===== config.mk =====
export PLATFORM = sky130hd
export DESIGN_NAME = ex_mem_reg
export DESIGN_NICKNAME = d
export VERILOG_FILES = /design/src/rtl/ex_mem_reg_pkg.sv /design/src/rtl/ex_mem_reg_fwd_store_det.sv /design/src/rtl/ex_mem_reg.sv
export SDC_FILE = /design/constraint.sdc
export NUM_CORES = 1
export LEC_CHECK = 0
export CAP_MARGIN = 0
export CELL_PAD_IN_SITES_DETAIL_PLACEMENT = 1
export CELL_PAD_IN_SITES_GLOBAL_PLACEMENT = 1
export CORE_ASPECT_RATIO = 0.9
export CORE_MARGIN = 4
export CORE_UTILIZATION = 27
export CTS_CLUSTER_SIZE = 12
export DETAILED_ROUTE_END_ITERATION = 16
export GPL_TIMING_DRIVEN = 0
export PLACE_DENSITY = 0.76
export SLEW_MARGIN = 5
export SYNTH_ARGS = -nofsm -noshare
export SYNTH_HDL_FRONTEND = slang
export SYNTH_SLANG_ARGS = --single-unit

===== constraint.sdc =====
create_clock -name clk -period 1.25 [get_ports clk]
set_input_delay 0.25 -clock clk [delete_from_list [all_inputs] [get_ports clk]]
set_output_delay 0.25 -clock clk [all_outputs]
set_load 0.01 [all_outputs]

===== src/rtl/ex_mem_reg_pkg.sv =====
// Shared constants and types for the EX/MEM pipeline register.
// The MEM-stage state is one packed struct so that bubble/reset loads stay in a single assignment.
package ex_mem_reg_pkg;

    localparam int RT_MSB = 20;
    localparam int RT_LSB = 16;
    localparam int DM_AW  = 12;

    typedef struct packed {
        logic [31:0] inst;
        logic [31:0] c;
        logic [31:0] busB;
        logic [4:0]  rw;
        logic        valid;
        logic        regWrite;
        logic        memWrite;
        logic        memtoReg;
        logic        sb;
        logic        lb;
        logic        lbu;
        logic        jal;
        logic        jalr;
        logic        forwardD;
    } mem_stage_t;

    localparam mem_stage_t MEM_BUBBLE = '0;

    function automatic logic [4:0] rt_field(input logic [31:0] inst);
        return inst[RT_MSB:RT_LSB];
    endfunction

endpackage


===== src/rtl/ex_mem_reg_fwd_store_det.sv =====
// Flags a store in EX whose rt register is about to be written by the instruction now in MEM.
module ex_mem_reg_fwd_store_det (
    input  logic       ex_MemWrite_i,
    input  logic [4:0] ex_rt_i,
    input  logic       mem_valid_i,
    input  logic       mem_RegWrite_i,
    input  logic [4:0] mem_rw_i,
    output logic       fwd_o
);

    // $0 never carries a real value, so it is never a forwarding source.
    assign fwd_o = ex_MemWrite_i && mem_RegWrite_i && mem_valid_i
                   && (mem_rw_i != 5'd0) && (mem_rw_i == ex_rt_i);

endmodule


===== src/rtl/ex_mem_reg.sv =====
// EX/MEM pipeline register with stall, flush and store-data forwarding capture.
// All outputs come straight from the stage register; dm_addr is a slice of it.
module ex_mem_reg
    import ex_mem_reg_pkg::*;
(
    input  logic        clk,
    input  logic        rst,
    input  logic        stall,
    input  logic        flush,
    input  logic [31:0] ex_inst,
    input  logic [31:0] ex_C,
    input  logic [31:0] ex_busB,
    input  logic [4:0]  ex_rw,
    input  logic        ex_RegWrite,
    input  logic        ex_MemWrite,
    input  logic        ex_MemtoReg,
    input  logic        ex_sb,
    input  logic        ex_lb,
    input  logic        ex_lbu,
    input  logic        ex_jal,
    input  logic        ex_jalr,
    input  logic [31:0] C4,
    output logic [31:0] mem_inst,
    output logic [31:0] mem_C,
    output logic [11:0] dm_addr,
    output logic [31:0] busB,
    output logic [4:0]  mem_rw,
    output logic        mem_valid,
    output logic        mem_RegWrite,
    output logic        MemWrite,
    output logic        mem_MemtoReg,
    output logic        sb,
    output logic        lb,
    output logic        lbu,
    output logic        jal,
    output logic        jalr,
    output logic        ForwardD
);

    mem_stage_t stage_q;
    mem_stage_t stage_d;
    logic       fwdHit;

    ex_mem_reg_fwd_store_det fwd_store_det (
        .ex_MemWrite_i  (ex_MemWrite),
        .ex_rt_i        (rt_field(ex_inst)),
        .mem_valid_i    (stage_q.valid),
        .mem_RegWrite_i (stage_q.regWrite),
        .mem_rw_i       (stage_q.rw),
        .fwd_o          (fwdHit)
    );

    // Flush beats stall. While stalled, a pending forward grabs the WB value
    // now, because the producer leaves WB before the store can use it.
    always_comb begin
        stage_d = stage_q;
        if (flush) begin
            stage_d = MEM_BUBBLE;
        end else if (stall) begin
            if (stage_q.forwardD) begin
                stage_d.busB     = C4;
                stage_d.forwardD = 1'b0;
            end
        end else begin
            stage_d.inst     = ex_inst;
            stage_d.c        = ex_C;
            stage_d.busB     = ex_busB;
            stage_d.rw       = ex_rw;
            stage_d.valid    = 1'b1;
            stage_d.regWrite = ex_RegWrite;
            stage_d.memWrite = ex_MemWrite;
            stage_d.memtoReg = ex_MemtoReg;
            stage_d.sb       = ex_sb;
            stage_d.lb       = ex_lb;
            stage_d.lbu      = ex_lbu;
            stage_d.jal      = ex_jal;
            stage_d.jalr     = ex_jalr;
            stage_d.forwardD = fwdHit;
        end
    end

    always_ff @(posedge clk) begin
        if (rst) begin
            stage_q <= MEM_BUBBLE;
        end else begin
            stage_q <= stage_d;
        end
    end

    assign mem_inst     = stage_q.inst;
    assign mem_C        = stage_q.c;
    assign dm_addr      = stage_q.c[DM_AW-1:0];
    assign busB         = stage_q.busB;
    assign mem_rw       = stage_q.rw;
    assign mem_valid    = stage_q.valid;
    assign mem_RegWrite = stage_q.regWrite;
    assign MemWrite     = stage_q.memWrite;
    assign mem_MemtoReg = stage_q.memtoReg;
    assign sb           = stage_q.sb;
    assign lb           = stage_q.lb;
    assign lbu          = stage_q.lbu;
    assign jal          = stage_q.jal;
    assign jalr         = stage_q.jalr;
    assign ForwardD     = stage_q.forwardD;

endmodule


==> results by group, run 1 <==
Outcome
  • Status: finished clean

Synthesis
  • Area leader, netlist: dfxtp_1
  • Sequential area share after synthesis: about half
  • Synthesized Nets: about 560
  • Ys Warns: 0
  • Synth Instances: ~420
  • Yosys reg bits: between 100 and 150
  • Synth area leaders: dfxtp_1 (49%), mux2i_1 (24%), nor2_1 (9.1%)
  • Cell area after synthesis: ~4500 um2
  • Post-synth top area share: between 40% and 50%
  • Distinct cell type count after synthesis: 18
  • Syn_area_per_cell: 10.86 um2

Global route
  • Largest net degree at the start of global routing: 20
  • GR Overflow Total: 0
  • Initial antenna violation count: 0
  • Vias in the first global route: 4562
  • Gr usage total: between 15 and 20%
  • Global-route wire length before repair: between 20000 and 25000 um

Setup path
  • Kind of end point of the critical path: output pin
  • Worst path slowest cell: dfxtp_1
  • Crit-path leading delay family: flip-flops
  • Crit path kind: reg -> out
  • Arrival time at the worst endpoint: 0.97 ns
  • Startpoint Class: flip-flop
  • Worst path required time: 1.00 ns
  • CP peak stage delay: ~0.34 ns
  • CP Cell Sequence: dlygate4sd2_1
  • CP max FO: 2
  • Worst Path Buf+Inv: 1

Pwr
  • Part of the power in combinational logic: between 10% and 20%
  • Peak supply drop: ~0.60 mV
  • LEAKAGE: about 3.2 nW
  • Sequential share of power: a little under half
  • Switching Power: 2.020 mW
  • Sw frac: between 20% and 30%
  • Clock power frac: roughly 36%
  • Int Pwr: 5.884 mW
  • Cell Pwr Density: between 1000 and 1500 nW/um2

Floorplanning
  • Core area: approximately 16000 um2
  • Die X: ~140 um
  • Starting Density: ~28%
  • I/O pins: about 270
  • Die height: ~130 um
  • Die footprint: 18990 um2
  • # rows: between 40 and 50

Routing
  • Final ANT Viol Nets: 0
  • Mean number of vias per cell: around 4.5
  • Final WL: about 16000 um
  • Via count: roughly 4100
  • Routed len/inst: roughly 18 um
  • DRC: 0
  • Initial drt markers: 72
  • DR pass1 iterations: 4

Timing
  • Setup_tns: 0 ns
  • Final worst setup slack: between 0.03 and 0.04 ns
  • Max frequency: 821.5 MHz
  • Setup violators final: 0
  • Fin crit share: 97.38%
  • Max Slew Vio Count: 0
  • Fin. Hold Viols: 0
  • Worst slew pin tran: between 0.5 and 0.6 ns
  • Max_slew headroom: 64.83%
  • Setup Skew: around 0.0081 ns
  • Minimum clock period: 1.217 ns
  • RSZ-0062 raised after global routing: true

CTS
  • CTS clk-pin slew, worst paths: approximately 0.08 ns
  • TritonCTS Sinks: 111
  • Bufs on Longest Clock Path: 2
  • CTS hold repair buffers: 0
  • Clk Latency, worst-skew pair: around 0.36 ns
  • CTS tree: built
  • TritonCTS buffer count: 9
  • CTS Root Cell: clkbuf_16
  • H-tree depth: 3

Layout
  • Diode count: 0
  • Final Cell Area: approximately 7600 um2
  • Most frequent cells in the layout: clkdlybuf4s50_1 (143), nor2_1 (110), mux2i_1 (108)
  • Commonest non-fill, non-tap cell in the layout: clkdlybuf4s50_1
  • Layout net count: 841
  • Area Overhead vs Synth: 67.08%
  • Share of cells above drive strength 1: between 20% and 30%

Placement
  • Place WS: -0.4035 ns
  • Hpwl dp: 12940 um
  • # port buffers: ~270
  • Area after DPL: 7471 um2
  • RePlAce Congestion: 0.7632

Min path
  • Min-Delay Path Class: in -> reg

Job
  • Max-cap violations: 0
synth_stat cells:
cell / n
dfxtp_1: 111
nor2_1: 110
mux2i_1: 108
a211oi_2: 32
buf_2: 16
buf_4: 14
buf_6: 13
xnor2_1: 4
a21oi_1: 2
a2111oi_1: 1
clkbuf_1: 1
inv_1: 1
nand2_1: 1
nand3_1: 1
nand4_1: 1
nor2b_2: 1
o41ai_1: 1
or2_1: 1
per-stage QoR:
stage	hold slack, ns	utilization (%)	power, mW	cells
finish	0.2774	46.49	7.904	908
CTS	0.2672	47.33	8.051	910
global placement	0.4759	45.69	5.188	892
detailed placement	0.4878	45.69	5.230	892
floorplan	0.3939	-	4.356	419
global route	0.3215	46.49	8.263	908
final cells by class:
| class | count | area [um2] |
|---|---|---|
| timing repair buffer | 270 | 2482 |
| inverter | 1 | 3.754 |
| clock inverter | 6 | 52.55 |
| tap | 207 | 259.0 |
| multi-input combinational | 263 | 2006 |
| buffer | 40 | 305.3 |
| fill | 1818 | 8750 |
| clock buffer | 10 | 239.0 |
| sequential | 111 | 2253 |
flip-flops by register name, summed over array words and instances, names as in the netlist:
signal and flops:
lbu 1, lb 1, mem_C 32, jalr 1
busB 32, mem_RegWrite 1, ForwardD 1, jal 1
mem_valid 1, mem_inst 32, mem_rw 5, mem_MemtoReg 1
MemWrite 1, sb 1
cells by family after synthesis:
logic type,count (synthesis),synth area share [%]
buf+inv,45,7.453
compound gates,36,9.433
xor+xnor,4,0.7700
flops,111,48.84
simple gates,115,9.736
mux,108,23.76
worst paths after layout:
kind / from / to / slack (ns) / depth (start not counted)
worst max-delay path: mem_inst[10]$_SDFFE_PP0N_ / mem_inst[10] / 0.03 / 1
worst min-delay path: stall / MemWrite$_SDFFE_PP0N_ / 0.28 / 4
worst max register to register: mem_rw[1]$_SDFFE_PP0N_ / ForwardD$_SDFF_PP0_ / 0.04 / 2
worst min register to register: mem_valid$_SDFFE_PP0N_ / mem_valid$_SDFFE_PP0N_ / 0.50 / 2
power groups by stage:
stage                     clock (mW)  combinational, mW  sequential, mW
after global placement             0               1.38            3.81
after CTS                       2.97               1.35            3.73
after global routing            3.09               1.42            3.75
after floorplan                    0              0.488            3.87
final                           2.85               1.32            3.73
after detailed placement           0               1.41            3.82
per-layer routing:
layer | share of wire (%) | routed length, um | GRT usage (%)
met1 | 39 | 6317 | 18.40
met2 | 51 | 8277 | 29.66
met3 | 8.8 | 1434 | 5.923
met4 | 1.7 | 273 | 4.819
met5 | 0 | 0 | 0
timing repair:
item                       4_1_cts  5_1_grt
setup endpoints to repair      124       81
setup buffers                    6        0
gates resized for setup        250       86
worst min-delay path, delay by kind of cell:
family                 cells  cell delay [ns]
buffers and inverters      1             0.12
AOI/OAI and AO/OA          1             0.12
and+or+nand+nor            2             0.10
No activity file was read; power rests on OpenSTA's default activity.
==> run 2: changes to the inputs <==
Settings changed: ABC_AREA from default to 1, CORE_UTILIZATION 27 to 25, CTS_CLUSTER_DIAMETER from default to 60, PLACE_DENSITY 0.76 to 0.78, SKIP_CTS_REPAIR_TIMING from default to 1.
==> results by group, run 2 <==
Outcome
  • Status: finished clean

Layout
  • Finished Core Util: a little under half
  • Layout net count: roughly 1000
  • Diode count: 0
  • Most frequent cells in the layout: nand2_1 (279), clkdlybuf4s50_1 (142), dlymetal6s2s_1 (117)
  • Commonest non-fill, non-tap cell in the layout: nand2_1
  • Share of cells above drive strength 1: 10.20%
  • Area Overhead vs Synth: 81.37%
  • Non-Filler Instances: roughly 1100
  • Fillers: 2078

Timing
  • Setup Skew: 0.01010 ns
  • Max frequency: 825.5 MHz
  • Max_slew headroom: ~68%
  • Fin crit share: 96.91%
  • Minimum clock period: ~1.2 ns
  • Worst slew pin tran: between 0.4 and 0.5 ns
  • Fin Hold WS: 0.3331 ns
  • Final worst setup slack: about 0.039 ns
  • Setup violators final: 0
  • Fin. Hold Viols: 0
  • Max Slew Vio Count: 0

CTS
  • CTS clk-pin slew, worst paths: about 0.08 ns
  • CTS tree: built
  • Bufs on Longest Clock Path: 2
  • CTS Root Cell: clkbuf_16
  • Clk Latency, worst-skew pair: 0.35 ns
  • TritonCTS buffer count: 9
  • TritonCTS Sinks: approximately 110
  • H-tree depth: 3

Synthesis
  • Area leader, netlist: dfxtp_1
  • Compound-Gate Fraction of Synth Area: 9.836%
  • Post-synth top area share: 50.20%
  • Post-synth top flop: dfxtp_1
  • Synth Instances: 618
  • Synth Area in XOR/XNOR: 0%
  • Post-synth EDFFs: 0
  • Largest family of logic cells by synthesized area: simple AND/OR/NAND/NOR gates
  • Async set or reset register ratio after synthesis: 0%
  • Most frequent cell after synthesis: nand2_1
  • Ys Warns: 0
  • Top post-synthesis cells by count: nand2_1 (279), dfxtp_1 (111), a21oi_1 (78), inv_1 (43), nand3_1 (34)
  • Yosys reg bits: 111
  • Synth area leaders: dfxtp_1 (50%), nand2_1 (24%), a21oi_1 (8.8%)
  • Synthesized Nets: 763
  • Synth Area in Simple Gates: between 20 and 30%
  • Distinct cell type count after synthesis: 16
  • Sequential area share after synthesis: about 50%
  • Cell area after synthesis: ~4400 um2
  • Fraction of synthesized area in multiplexers: 0%
  • Syn_area_per_cell: a little over 7 um2
  • Post-synthesis adder-cell area fraction: 0%

Floorplanning
  • Starting Density: around 26%
  • Die footprint: around 20000 um2
  • Die X: between 100 and 150 um
  • Die height: approximately 130 um
  • Core area: ~17000 um2
  • # rows: 45
  • I/O pins: 268

Setup path
  • Startpoint Class: flip-flop
  • Worst path required time: 1.00 ns
  • CP max FO: 3
  • Crit path kind: reg -> out
  • Worst reg2reg setup slack: around 0.12 ns
  • Kind of end point of the critical path: output pin
  • Arrival time at the worst endpoint: between 0.9 and 1 ns

Global route
  • Largest net degree at the start of global routing: 18
  • Vias in the first global route: 5100
  • Global-route wire length before repair: between 20000 and 30000 um
  • Gr usage total: 17.76%
  • Initial antenna violation count: 0
  • GR Overflow Total: 0

Routing
  • DRC: 0
  • Via count: 4939
  • Final ANT Viol Nets: 0
  • Final WL: approximately 18000 um
  • Routed len/inst: between 15 and 20 um
  • Mean number of vias per cell: 4.344
  • DR pass1 iterations: 4
  • Initial drt markers: 82

Job
  • Max-cap violations: 0

Pwr
  • Sequential share of power: between 40 and 50%
  • Clock power frac: 38.0%
  • Peak supply drop: between 0.6 and 0.7 mV
  • Part of the power in combinational logic: ~16%
  • LEAKAGE: between 5 and 6 nW
  • Int Pwr: around 6 mW
  • Switching Power: 1.951 mW
  • Cell Pwr Density: between 1000 and 1500 nW/um2
  • Sw frac: between 20 and 25%

Placement
  • Place WS: -0.5785 ns
  • RePlAce Congestion: 0.7600
  • # port buffers: approximately 270
  • Hpwl dp: 14360 um
  • Placed Cells incl. Taps: roughly 1100

Min path
  • Min-Delay Path Class: in -> reg
[run 2: cell types whose count changed in the layout (fill, tap and decap cells not counted), sizes merged, moves of 20 or more]
cell           before  now
nand2               1  279
dlymetal6s2s        0  117
mux2i             108    0
nor2              110   11
a21oi               2   78
clkdlybuf4s15      62    0
inv                 4   47
nand3               1   34
a211oi             32    0
clkbuf             45   25
[run 2: kinds of logic after synthesis]
group,after synthesis
AO/OA/AOI/OAI,87
buffers and inverters,96
flip-flops,111
AND/OR/NAND/NOR,324
[run 2: cell type report]
| type | count | area, um2 | share of cell area, % |
|---|---|---|---|
| clock buffer | 12 | 266.5 | 3.319 |
| inverter | 46 | 177.7 | 2.213 |
| clock inverter | 4 | 51.30 | 0.6389 |
| multi-input combinational | 411 | 1709 | 21.29 |
| buffer | 49 | 331.6 | 4.130 |
| timing repair buffer | 269 | 2955 | 36.81 |
| sequential | 111 | 2243 | 27.94 |
| tap | 235 | 294.0 | 3.662 |
[run 2: metal layers]
metal  routed length (um)  up-vias  global-route usage, %
met5                    0        -                      0
met4                  180        0                  4.002
met3                 2178       12                  8.716
met2                 8732      202                  30.28
met1                 7392     2267                  20.11
li1                     -     2458                      -
[run 2: path summary, 6_finish.rpt]
kind | startpoint | to | depth (start not counted)
worst max-delay path | mem_C[3]$_SDFFE_PP0N_ | mem_C[3] | 2
worst max register to register | ForwardD$_SDFF_PP0_ | busB[17]$_SDFFE_PP0P_ | 6
worst min register to register | mem_inst[31]$_SDFFE_PP0N_ | mem_inst[31]$_SDFFE_PP0N_ | 2
worst min-delay path | stall | MemWrite$_SDFFE_PP0N_ | 4
[run 2: critical path, stage by stage, from the launching register on]
cell and delay, ns:
dfxtp_4 0.36, buf_4 0.12, buf_4 0.13
[run 2: power groups by stage]
stage               Sequential (mW)  Combinational [mW]  Clock, mW
floorplan                      3.85               0.406          0
global placement               3.80                1.31          0
detailed placement             3.80                1.32          0
CTS                            3.72                1.33       3.18
global route                   3.73                1.41       3.28
finish                         3.71                1.29       3.07
[run 2: stage by stage]
stage / total power, mW / instance area, um2 / TNS, ns
after global placement: 5.105 / 7383 / -41.97
after CTS: 8.233 / 7701 / -40.64
after detailed placement: 5.125 / 7383 / -42.07
final: 8.076 / 8029 / 0
after global routing: 8.418 / 8029 / -0.002546
after floorplan: 4.252 / 4427 / 0
==> run 3: changes to the inputs <==
Settings changed: TNS_END_PERCENT from default to 50.
==> results by group, run 3 (synthesized netlist as in run 2, its figures left out) <==
Timing
  • Fin crit share: 113.4%
  • Fin. Hold Viols: 0
  • Setup violators final: 70
  • Setup Skew: about 0.0074 ns
  • Max frequency: about 710 MHz
  • Worst slew pin tran: between 0.5 and 0.6 ns
  • Max_slew headroom: 60.09%
  • Minimum clock period: approximately 1.4 ns
  • Fin Hold WS: approximately 0.34 ns
  • RSZ-0062 raised after global routing: true
  • Max Slew Vio Count: 0
  • Final worst setup slack: -0.1679 ns

Pwr
  • Peak supply drop: around 0.64 mV
  • LEAKAGE: between 5 and 6 nW
  • Cell Pwr Density: between 1000 and 1500 nW/um2
  • Final Power: roughly 8 mW

Routing
  • Via count: about 5000
  • Final WL: approximately 18000 um
  • Routed len/inst: roughly 16 um
  • DR pass1 iterations: 4
  • Initial drt markers: between 80 and 90
  • Final ANT Viol Nets: 0
  • Mean number of vias per cell: 4.349
  • DRC: 0

Placement
  • RePlAce Congestion: roughly 0.76
  • Hpwl dp: between 10000 and 15000 um
  • # port buffers: 266
  • Area after DPL: 7383 um2

Global route
  • GR Overflow Total: 0
  • Vias in the first global route: 5100
  • Gr usage total: 17.76%
  • Largest net degree at the start of global routing: 18
  • Global-route wire length before repair: about 28000 um
  • Initial antenna violation count: 0

CTS
  • CTS clk-pin slew, worst paths: 0.07 ns
  • CTS Root Cell: clkbuf_16
  • TritonCTS buffer count: 9
  • Bufs on Longest Clock Path: 2
  • Clk Latency, worst-skew pair: roughly 0.35 ns
  • CTS tree: built
  • TritonCTS Sinks: between 100 and 150
  • H-tree depth: 3

Floorplanning
  • Die height: 134.2 um
  • Core area: approximately 17000 um2
  • I/O pins: about 270
  • Die footprint: 19900 um2
  • Die X: roughly 150 um
  • Starting Density: 25.86%
  • # rows: 45

Outcome
  • Status: complete, but fails checks
  • Failing checks: setup timing

Layout
  • Most frequent cells in the layout: nand2_1 (279), clkdlybuf4s50_1 (143), dlymetal6s2s_1 (116)
  • Layout net count: around 1000
  • Final Cell Area: between 8000 and 9000 um2
  • Share of cells above drive strength 1: about a tenth
  • Diode count: 0
  • Finished Core Util: approximately 47%
  • Area Overhead vs Synth: 80.72%
  • Commonest non-fill, non-tap cell in the layout: nand2_1

Setup path
  • Arrival time at the worst endpoint: 1.63 ns
  • CP max FO: 10
  • Crit path kind: in -> reg
  • Kind of end point of the critical path: flip-flop
  • Crit-path leading delay family: buffers and inverters
  • Worst path slowest cell: clkdlybuf4s50_1
  • CP Cell Sequence: clkdlybuf4s50_1, nor2_4, inv_2, clkbuf_1, a21oi_1
  • Worst Path Buf+Inv: 3
  • Worst path required time: approximately 1.5 ns
  • Startpoint Class: primary input
  • CP peak stage delay: between 0.5 and 0.6 ns

Job
  • Max-cap violations: 0

Min path
  • Min-Delay Path Class: in -> reg
[run 3: changes by cell type in the layout (fill, tap and decap cells not counted)]
| cell | before | now |
|---|---|---|
| dlymetal6s2s_1 | 117 | 116 |
| inv_4 | 2 | 1 |
| buf_4 | 28 | 26 |
| buf_6 | 6 | 5 |
| clkdlybuf4s50_1 | 142 | 143 |
| clkbuf_2 | 9 | 5 |
| buf_1 | 0 | 2 |
| clkbuf_1 | 3 | 7 |
| inv_2 | 1 | 2 |
[run 3: metrics by stage]
stage	instances	worst slack [ns]	setup TNS, ns
after detailed placement	1119	-0.5785	-42.07
after floorplan	618	0.2407	0
final	1136	-0.1679	-4.357
after global routing	1136	-0.2682	-10.91
after CTS	1135	-0.4245	-40.64
after global placement	1119	-0.5424	-41.97
[run 3: layer usage]
layer	GRT usage (%)	part of all wire, %	vias to the layer above
met2	30.28	47	202
met1	20.11	40	2272
met4	4.002	0.97	0
li1	-	-	2454
met5	0	0	-
met3	8.716	12	12
[run 3: cell type report]
cell class / count / area [um2]
buffer: 49 / 315.3
sequential: 111 / 2243
tap: 235 / 294.0
clock inverter: 4 / 51.30
timing repair buffer: 268 / 2945
multi-input combinational: 411 / 1709
inverter: 46 / 175.2
clock buffer: 12 / 266.5
fill: 2079 / 9116
[run 3: power by group]
group	leakage (nW)	internal, mW	switching (mW)
clock	0.155	1.73	1.34
sequential	0.912	3.65	0.0630
combinational	4.23	0.742	0.540
[run 3: final timing paths]
kind	startpoint	end	slack, ns	cells past startpoint
setup / recovery	rst	mem_C[7]$_SDFFE_PP0N_	-0.17	5
hold / removal	stall	MemWrite$_SDFFE_PP0N_	0.34	4
setup reg to reg	ForwardD$_SDFF_PP0_	busB[17]$_SDFFE_PP0P_	0.12	6
hold reg to reg	mem_inst[31]$_SDFFE_PP0N_	mem_inst[31]$_SDFFE_PP0N_	0.46	2
[run 3: worst register-to-register path, delay by kind of cell, from the launching register on]
| kind | cells | cell delay [ns] |
|---|---|---|
| buffers and inverters | 2 | 0.33 |
| and+or+nand+nor | 4 | 0.41 |
| DFF | 1 | 0.34 |
